==> src/rtl/gemm_cfg_regs.sv <==
// GEMM configuration register window: shadow registers, descriptor commit into a small FIFO,
// and status/readback for the bus master.
module gemm_cfg_regs #(
    parameter logic [31:0] BASE_ADDR  = 32'h9000_0000,
    parameter int unsigned FIFO_DEPTH = 4,
    parameter int unsigned DIM_W      = 5
) (
    input  logic             clk,
    input  logic             rst,
    input  logic             system_bus_en,
    input  logic             system_bus_rdwr,
    input  logic [31:0]      system_bus_addr,
    input  logic [31:0]      system_bus_wr_data,
    output logic [31:0]      system_bus_rd_data,
    output logic             desc_valid,
    input  logic             desc_ready,
    output logic [31:0]      desc_a_addr,
    output logic [31:0]      desc_b_addr,
    output logic [31:0]      desc_c_addr,
    output logic [31:0]      desc_a_stride,
    output logic [31:0]      desc_b_stride,
    output logic             desc_first,
    output logic             desc_last,
    output logic [DIM_W-1:0] desc_msize,
    output logic [DIM_W-1:0] desc_ksize,
    output logic [DIM_W-1:0] desc_nsize,
    input  logic             engine_busy
);

    localparam int unsigned AW     = $clog2(FIFO_DEPTH);
    localparam int unsigned EntryW = 5 * 32 + 2 + 3 * DIM_W;

    logic [31:0]       r_tile_a, r_tile_b, r_tile_c, r_a_stride, r_b_stride;
    logic              r_first, r_last;
    logic [1:0]        r_status;
    logic [31:0]       r_rd_data;
    logic [AW:0]       r_wptr, r_rptr;
    logic [EntryW-1:0] r_mem [FIFO_DEPTH];

    logic              w_hit, w_wr, w_rd, w_commit, w_dim_ok, w_push, w_pop;
    logic              w_full, w_empty, w_done;
    logic [2:0]        w_idx;
    logic [4:0]        w_m5, w_k5, w_n5;
    logic [AW:0]       w_count;
    logic [EntryW-1:0] w_entry, w_head;
    logic [31:0]       w_rd_val;

    assign w_hit    = (system_bus_addr[31:5] == BASE_ADDR[31:5]) && (system_bus_addr[1:0] == 2'b00);
    assign w_idx    = system_bus_addr[4:2];
    assign w_wr     = system_bus_en & system_bus_rdwr & w_hit;
    assign w_rd     = system_bus_en & ~system_bus_rdwr;
    assign w_commit = w_wr && (w_idx == 3'd6);

    assign w_m5     = system_bus_wr_data[4:0];
    assign w_k5     = system_bus_wr_data[9:5];
    assign w_n5     = system_bus_wr_data[14:10];
    assign w_dim_ok = (w_m5 != 5'd0) && (w_m5 <= 5'd16) &&
                      (w_k5 != 5'd0) && (w_k5 <= 5'd16) &&
                      (w_n5 != 5'd0) && (w_n5 <= 5'd16);

    assign w_empty  = (r_wptr == r_rptr);
    assign w_full   = (r_wptr[AW] != r_rptr[AW]) && (r_wptr[AW-1:0] == r_rptr[AW-1:0]);
    assign w_count  = r_wptr - r_rptr;
    assign w_done   = w_empty & ~engine_busy;

    assign desc_valid = ~w_empty;
    assign w_pop      = desc_valid & desc_ready;
    // A pop in the same cycle frees the slot the push needs.
    assign w_push     = w_commit & w_dim_ok & (~w_full | w_pop);

    assign w_entry = {r_tile_a, r_tile_b, r_tile_c, r_a_stride, r_b_stride, r_first, r_last,
                      DIM_W'(w_m5), DIM_W'(w_k5), DIM_W'(w_n5)};
    assign w_head  = r_mem[r_rptr[AW-1:0]];

    assign {desc_a_addr, desc_b_addr, desc_c_addr, desc_a_stride, desc_b_stride,
            desc_first, desc_last, desc_msize, desc_ksize, desc_nsize} = w_head;

    assign system_bus_rd_data = r_rd_data;

    always_comb begin
        w_rd_val = 32'd0;
        if (w_hit) begin
            case (w_idx)
                3'd0:    w_rd_val = {31'd0, w_full};
                3'd1:    w_rd_val = 32'(w_count);
                3'd2:    w_rd_val = r_tile_c;
                3'd3:    w_rd_val = r_a_stride;
                3'd4:    w_rd_val = r_b_stride;
                3'd5:    w_rd_val = {30'd0, r_first, r_last};
                3'd6:    w_rd_val = {31'd0, w_done};
                default: w_rd_val = {30'd0, r_status};
            endcase
        end
    end

    always_ff @(posedge clk or negedge rst) begin
        if (!rst) begin
            r_tile_a   <= 32'd0;
            r_tile_b   <= 32'd0;
            r_tile_c   <= 32'd0;
            r_a_stride <= 32'd0;
            r_b_stride <= 32'd0;
            r_first    <= 1'b0;
            r_last     <= 1'b0;
            r_status   <= 2'b00;
            r_rd_data  <= 32'd0;
            r_wptr     <= '0;
            r_rptr     <= '0;
        end else begin
            if (w_wr) begin
                case (w_idx)
                    3'd0:    r_tile_a   <= system_bus_wr_data;
                    3'd1:    r_tile_b   <= system_bus_wr_data;
                    3'd2:    r_tile_c   <= system_bus_wr_data;
                    3'd3:    r_a_stride <= system_bus_wr_data;
                    3'd4:    r_b_stride <= system_bus_wr_data;
                    3'd5:    {r_first, r_last} <= system_bus_wr_data[1:0];
                    3'd7:    r_status   <= r_status & ~system_bus_wr_data[1:0];
                    default: ;
                endcase
            end
            if (w_commit && !w_dim_ok) begin
                r_status[1] <= 1'b1;
            end else if (w_commit && w_full && !w_pop) begin
                r_status[0] <= 1'b1;
            end
            if (w_rd) begin
                r_rd_data <= w_rd_val;
            end
            if (w_push) begin
                r_wptr <= r_wptr + 1'b1;
            end
            if (w_pop) begin
                r_rptr <= r_rptr + 1'b1;
            end
        end
    end

    // Storage needs no reset; validity is tracked solely by the pointers.
    always_ff @(posedge clk) begin
        if (w_push) begin
            r_mem[r_wptr[AW-1:0]] <= w_entry;
        end
    end

endmodule

==> config.mk <==
export PLATFORM = sky130hd
export DESIGN_NAME = gemm_cfg_regs
export DESIGN_NICKNAME = d
export VERILOG_FILES = /design/src/rtl/gemm_cfg_regs.sv
export SDC_FILE = /design/constraint.sdc
export NUM_CORES = 1
export LEC_CHECK = 0
export ABC_AREA = 1
export BUFFER_PORTS_ARGS = -buffer_cell sky130_fd_sc_hd__buf_2
export CORE_MARGIN = 2
export CORE_UTILIZATION = 50
export DETAILED_ROUTE_END_ITERATION = 8
export PLACE_DENSITY = 0.68
export SYNTH_ARGS = -nofsm -noshare
export SYNTH_HDL_FRONTEND = slang
export SYNTH_SLANG_ARGS = --single-unit
==> constraint.sdc <==
create_clock -name clk -period 10.9 [get_ports clk]
set_input_delay 1.09 -clock clk [delete_from_list [all_inputs] [get_ports clk]]
set_output_delay 1.09 -clock clk [all_outputs]
set_load 0.01 [all_outputs]
==> results of run 1 <==
## through the flow
stage	setup WS, ns	power [mW]
after detailed placement	6.13	6.47
after global routing	5.18	9.82
after floorplan	0.860	5.35
after CTS	5.44	9.46
final	5.47	9.41
after global placement	6.27	6.41
## flip-flops by register name (all words and copies together), names as in the netlist
name,flops
r_first,1
r_wptr,3
r_b_stride,32
r_mem,708
r_rptr,3
system_bus_rd_data,32
r_tile_b,32
r_tile_c,32
r_last,1
r_a_stride,32
r_tile_a,32
r_status,2
## layout by cell type, fill, tap and decap left out, types with 6 or more instances in the layout
master,synthesis,final
o21ai_1,157,157
buf_2,19,278
o21ai_0,393,393
o21ai_2,34,34
dfrtp_1,202,200
clkinv_2,0,11
ha_1,7,7
nand4_1,7,7
nand2_1,207,207
edfxtp_1,708,708
nand2_4,6,6
clkinv_1,0,9
a22o_1,30,30
clkbuf_8,0,13
nor2_1,390,386
inv_1,64,62
clkbuf_1,109,31
buf_4,0,21
nand3_1,17,17
o22ai_1,177,177
clkbuf_16,0,93
a21oi_1,31,31
## kinds of logic (layout without fill, tap and decap cells)
| group | after synthesis | count (layout) |
|---|---|---|
| compound gates | 823 | 823 |
| simple gates | 643 | 643 |
| other cells | 0 | 1 |
| xor+xnor | 4 | 4 |
| buf+inv | 232 | 535 |
| fa+ha+maj | 8 | 8 |
| flops | 910 | 910 |
## cell type report
class / count / area [µm²]
tap: 931 / 1160
clock buffer: 137 / 2620
inverter: 67 / 267
clock inverter: 28 / 265
timing repair buffer: 303 / 1620
antenna: 1 / 2.50
multi-input combinational: 1478 / 7310
fill: 5487 / 29100
sequential: 910 / 26300
## power groups by stage
| stage | combinational [mW] | clock [mW] | sequential (mW) |
|---|---|---|---|
| 6_report | 2.66 | 3.02 | 3.74 |
| 5_1_grt | 2.90 | 3.19 | 3.74 |
| 4_1_cts | 2.68 | 3.04 | 3.74 |
| 3_5_place_dp | 2.66 | 0 | 3.81 |
| 3_3_place_gp | 2.60 | 0 | 3.81 |
| 2_1_floorplan | 1.56 | 0 | 3.79 |
## critical path, cell delays in order (launching register included)
cell     delay, ns
dfrtp_4       0.70
buf_4         0.90
buf_4         0.93
o21ai_0       0.26
o22ai_1       0.46
buf_2         0.23
## how the worst max path moves through the flow
| stage | start | endpoint | slack, ns | cells after the start |
|---|---|---|---|---|
| after floorplan | r_rptr[1]$_DFFE_PN0P_ | r_mem[0][0]$_DFFE_PP_ | 0.86 | 11 |
| after global placement | r_rptr[0]$_DFFE_PN0P_ | desc_b_stride[25] | 6.27 | 5 |
| after detailed placement | r_rptr[0]$_DFFE_PN0P_ | desc_b_stride[31] | 6.13 | 5 |
| after CTS | r_rptr[0]$_DFFE_PN0P_ | desc_b_stride[31] | 5.44 | 5 |
| after global routing | r_rptr[0]$_DFFE_PN0P_ | desc_b_stride[31] | 5.18 | 5 |
| final | r_rptr[0]$_DFFE_PN0P_ | desc_a_stride[29] | 5.47 | 5 |
## layer usage
metal  global-route usage [%]  up-vias  wire length [µm]
met5                        0        -                46
met4                     10.1        8              3460
met3                     5.31      160              8280
met2                     39.1     1077             42300
met1                     36.0    11300             38100
li1                         -    10000                 -
==> metrics.yaml, run 1 <==
power:
  seqPwrFrac_pct: 39.7
  p_leak_nw: 16.3
  p_sw_share_pct: 32.8
  power_density_nw_per_um2: 238
  clock_power_share_pct: 32.1
  combPwrFrac_pct: 28.2
  power.internal_mw: 6.32
  ir_worst_vdd_mv: 0.241
  p_sw_mw: 3.09
finish:
  stdcell_area_um2: 39600
  area_delta_synth_final_pct: 14.0
  nets: 2927
  finalNonFillerCells: 3855
  drive_above_1_share_pct: 16.7
  fin_util_pct: 57.6
global_routing:
  grt_use_total_pct: 25.5
  antenna_found_initial: 6
  grt_pass1_wl_um: 135000
  grt_max_degree: 189
  first_global_vias: 21100
  grt_overflow: 0
die:
  rows: 96
  die_h_um: 268
  coreArea_um2: 68700
  io_pins: 280
  die_area_um2: 71600
  start_util_pct: 50.5
  dieWidth_um: 268
place:
  place_area_um2: 36700
  gp_congestion: 0.813
  dpl.cell_count: 3689
  hpwl_um: 53000
  port_buffers: 279
setup_path:
  worst-path-max-fanout: 112
  timing.rr.start: "r_rptr[1]$_DFFE_PN0P_"
  worstReg2RegEnd: "r_mem[3][24]$_DFFE_PP_"
  startpoint_type: "flop"
  cp.arrival_ns: 4.34
  cp.required_ns: 9.81
  end_kind: "output pin"
  crit_type: "reg -> out"
  rrSetupSlack_ns: 6.92
  rr_worst_depth: 10
yosys:
  async_reset_ff_share_pct: 22.2
  synthXorXnorAreaFrac_pct: 0.101
  synth_compound_area_share_pct: 13.2
  syn_nets: 2698
  synth-edff-count: 708
  synth_area_leader_cell: "edfxtp_1"
  synth_common_cells: "708 x edfxtp_1, 393 x o21ai_0, 390 x nor2_1"
  synthFlopType: "edfxtp_1"
  synth_cells: 2620
  synth.yosys.warnings: 0
  synthTopCellsByArea: "edfxtp_1 61%, dfrtp_1 15%, o21ai_0 5.7%"
  synthesis.area_um2: 34700
  synth_top_family_by_area: "compound AO/OA/AOI/OAI gates"
  synth.distinct_cells: 35
  synthAdderAreaFrac_pct: 0.310
  yosys.area_share.simple_pct: 7.35
  syn_area_per_cell_um2: 13.3
  seq_area_frac_synth_pct: 75.8
  synth_most_common_cell: "edfxtp_1"
  synthMuxAreaShare_pct: 0
  synth-seq-cells: 910
  synth.top_cell.area_share_pct: 61.2
timing:
  whs_ns: 0.429
  slew_headroom_pct: 18.0
  hold_viol_final: 0
  min_period_ns: 5.43
  worst_pin_slew_ns: 1.23
  timing.fmax_mhz: 184
  finalSetupViolations: 0
  slew_violations: 0
  skew_ns: 0.0187
  fin_crit_sh_pct: 49.8
  finalSetupTns_ns: 0
  rsz0062_at_grt: "false"
drt:
  viasPerCell: 5.86
  drt_iter0_markers: 2491
  num_vias: 22600
  drtAntennaViolNets: 0
  drc: 0
  wl_per_cell_um: 23.9
  totalWireLength_um: 92100
  dr.pass1.iters: 5
cts:
  clock_sink_count: 910
  postCtsResizedCells: 0
  cts.htree.levels: 3
  hold_buffers: 0
  cts_tree: "yes"
  clk_pin_slew_ns: 0.06
  cts_setup_buffers: 0
  cts_buffers: 89
  cts-root-buf: "clkbuf_16"
  cts_buffer_depth: 3
  insertion_delay_ns: 0.63
hold_path:
  hold_class: "in -> async"
job:
  maxCapViolCount: 0
outcome:
  outcome: "complete, no violations"
Power figures use the tool's default switching activity.
==> inputs of run 2 (changes only) <==
- ABC_AREA: 1 -> 0
- PLACE_DENSITY: 0.68 -> 0.69
- clock period: 10.9 -> 5.5 ns (I/O delays scaled with it)
==> run 2 against run 1 <==
Compared with the run above: total power rose by 62%; setup slack worse by 4.1 ns; global-route usage shrank 3.4 points; sequential share of layout area fell by 0.40 points; cell count down 26%; largest cell class unchanged.
==> metrics.yaml, run 2 <==
yosys:
  synth_cells: 1580  # -40%
  synthTopCellsByArea: "edfxtp_1 62%, dfrtp_1 15%, mux4_2 12%"
  synthesis.area_um2: 34200  # -1.6%
  synth-seq-cells: 910  # unchanged
  synth.yosys.warnings: 0  # unchanged
  syn_area_per_cell_um2: 21.6  # +63%
  synth_most_common_cell: "edfxtp_1"
  syn_nets: 1658  # -39%
  synth_common_cells: "708 x edfxtp_1, 202 x dfrtp_1, 177 x mux4_2"
  synthFlopType: "edfxtp_1"
  synth.distinct_cells: 45  # +29%
  synth_area_leader_cell: "edfxtp_1"
  async_reset_ff_share_pct: 22.2  # unchanged
  synth-edff-count: 708  # unchanged
  synth.top_cell.area_share_pct: 62.2  # +1.0 points
  seq_area_frac_synth_pct: 77.0  # +1.3 points
cts:
  clock_sink_count: 910  # unchanged
  cts-root-buf: "clkbuf_16"
  cts_setup_buffers: 0  # unchanged
  cts.htree.levels: 3  # unchanged
  cts_tree: "yes"
  insertion_delay_ns: 0.65  # +0.02 ns
  hold_buffers: 0  # unchanged
  postCtsResizedCells: 0  # unchanged
  cts_buffer_depth: 3  # unchanged
  cts_buffers: 92  # +3.4%
  clk_pin_slew_ns: 0.06  # about the same
setup_path:
  crit_type: "reg -> out"
  end_kind: "output pin"
  cpMostUsedCell: "buf_4"
  critPathMaxStageDelay_ns: 0.88  # -0.05 ns
  worst-path-max-fanout: 33  # -71%
  critPathSlowestCell: "dfrtp_4"
  startpoint_type: "flop"
  crit_chain: "buf_4 -> buf_4 -> mux4_2 -> buf_2"
  cp.arrival_ns: 3.53  # -0.81 ns
  cp.required_ns: 4.95  # -4.86 ns
place:
  dp_slack_ns: 1.50  # -4.63 ns
  gp_congestion: 0.769  # -5.5%
  dpl.cell_count: 2691  # -27%
  place_area_um2: 36700  # +0.15%
  hpwl_um: 44000  # -17%
  port_buffers: 279  # unchanged
job:
  maxCapViolCount: 0  # unchanged
global_routing:
  antenna_found_initial: 5  # -1
  grt_pass1_wl_um: 114000  # -15%
  grt_use_total_pct: 22.1  # -3.4 points
  grt_overflow: 0  # unchanged
  first_global_vias: 17400  # -18%
  grt_max_degree: 119  # -37%
outcome:
  outcome: "complete, no violations"
die:
  rows: 95  # -1.0%
  die_area_um2: 70400  # -1.6%
  die_h_um: 265  # -0.81%
  coreArea_um2: 67400  # -1.9%
  start_util_pct: 50.7  # +0.14 points
  io_pins: 280  # unchanged
  dieWidth_um: 265  # -0.81%
power:
  power_density_nw_per_um2: 383  # +61%
  power.total_mw: 15.2  # +62%
  p_leak_nw: 16.6  # +2.2%
  ir_worst_vdd_mv: 0.377  # +56%
finish:
  nets: 1990  # -32%
  finalNonFillerCells: 2865  # -26%
  area_delta_synth_final_pct: 16.6
  final_common_cell: "edfxtp_1"
  fin_util_pct: 59.1  # +1.5 points
  stdcell_area_um2: 39800  # +0.60%
  largest_register_ffs: 708  # unchanged
  final_cell_mix: "708 x edfxtp_1, 277 x buf_2, 200 x dfrtp_1, 177 x mux4_2, 151 x mux2_2"
  drive_above_1_share_pct: 41.0  # +24 points
timing:
  finalSetupTns_ns: 0  # unchanged
  min_period_ns: 4.08
  worst_pin_slew_ns: 1.05  # -0.179 ns
  setup_slack_ns: 1.42  # -4.06 ns
  fin_crit_sh_pct: 74.2
  whs_ns: 0.0265  # -0.402 ns
  finalSetupViolations: 0  # unchanged
  rsz0062_at_grt: "false"
  slew_headroom_pct: 29.9  # +12 points
  timing.fmax_mhz: 245
  slew_violations: 0  # unchanged
  hold_viol_final: 0  # unchanged
  skew_ns: 0.0242  # +0.00547 ns
drt:
  drtAntennaViolNets: 0  # unchanged
  num_vias: 16600  # -27%
  drc: 0  # unchanged
  viasPerCell: 5.78  # -1.3%
  wl_per_cell_um: 26.7  # +12%
  dr.pass1.iters: 7  # +2
  drt_iter0_markers: 1592  # -36%
  totalWireLength_um: 76600  # -17%
hold_path:
  hold_class: "in -> async"
[run 2: where the power goes]
| part | internal [mW] | switching (mW) |
|---|---|---|
| registers | 7.35 | 0.130 |
| clock network | 3.61 | 2.62 |
| logic | 0.679 | 0.841 |
| total | 11.6 | 3.59 |
[run 2: cell type report]
| cell class | count | area (µm²) |
|---|---|---|
| diodes | 1 | 2.50 |
| clock buffers | 125 | 2590 |
| clock inverters | 48 | 485 |
| fillers | 4857 | 27600 |
| inverters | 6 | 22.5 |
| multi-input cells | 589 | 7520 |
| flip-flops and latches | 910 | 26300 |
| well taps | 873 | 1090 |
| repair buffers | 313 | 1790 |
[run 2: kinds of logic (layout without fill, tap and decap cells)]
| group | count (synthesis) | count (layout) | synth area share [%] |
|---|---|---|---|
| compound gates | 75 | 75 | 1.16 |
| simple gates | 123 | 123 | 2.19 |
| buf+inv | 81 | 492 | 1.00 |
| mux | 373 | 373 | 18.0 |
| other cells | 0 | 1 | 0 |
| fa+ha+maj | 8 | 8 | 0.315 |
| flops | 910 | 910 | 77.0 |
| xor+xnor | 10 | 10 | 0.256 |
[run 2: worst max-delay path: cells and delay by family (launching register included)]
kind     cells  cell delay [ns]
flops        1             0.88
mux          1             0.64
buf+inv      3             1.34
[run 2: path summary, 6_finish.rpt]
kind	to	startpoint	cells after the start	slack, ns
max	desc_a_stride[20]	r_rptr[0]$_DFFE_PN0P_	4	1.42
min	r_tile_b[21]$_DFFE_PN0P_	rst	1	0.03
max reg2reg	r_mem[0][1]$_DFFE_PP_	r_rptr[0]$_DFFE_PN0P_	6	1.93
min reg2reg	system_bus_rd_data[1]$_DFFE_PN0P_	system_bus_rd_data[1]$_DFFE_PN0P_	2	0.47
max in group asynchronous	r_rptr[0]$_DFFE_PN0P_	rst	2	4.29
min in group clk	r_a_stride[31]$_DFFE_PN0P_	system_bus_wr_data[31]	2	0.20
[run 2: routing by layer]
metal	global-route usage [%]	routed length, µm
met2	35.9	38100
met4	7.13	1920
met3	5.44	5730
met5	0	24
met1	29.7	30800
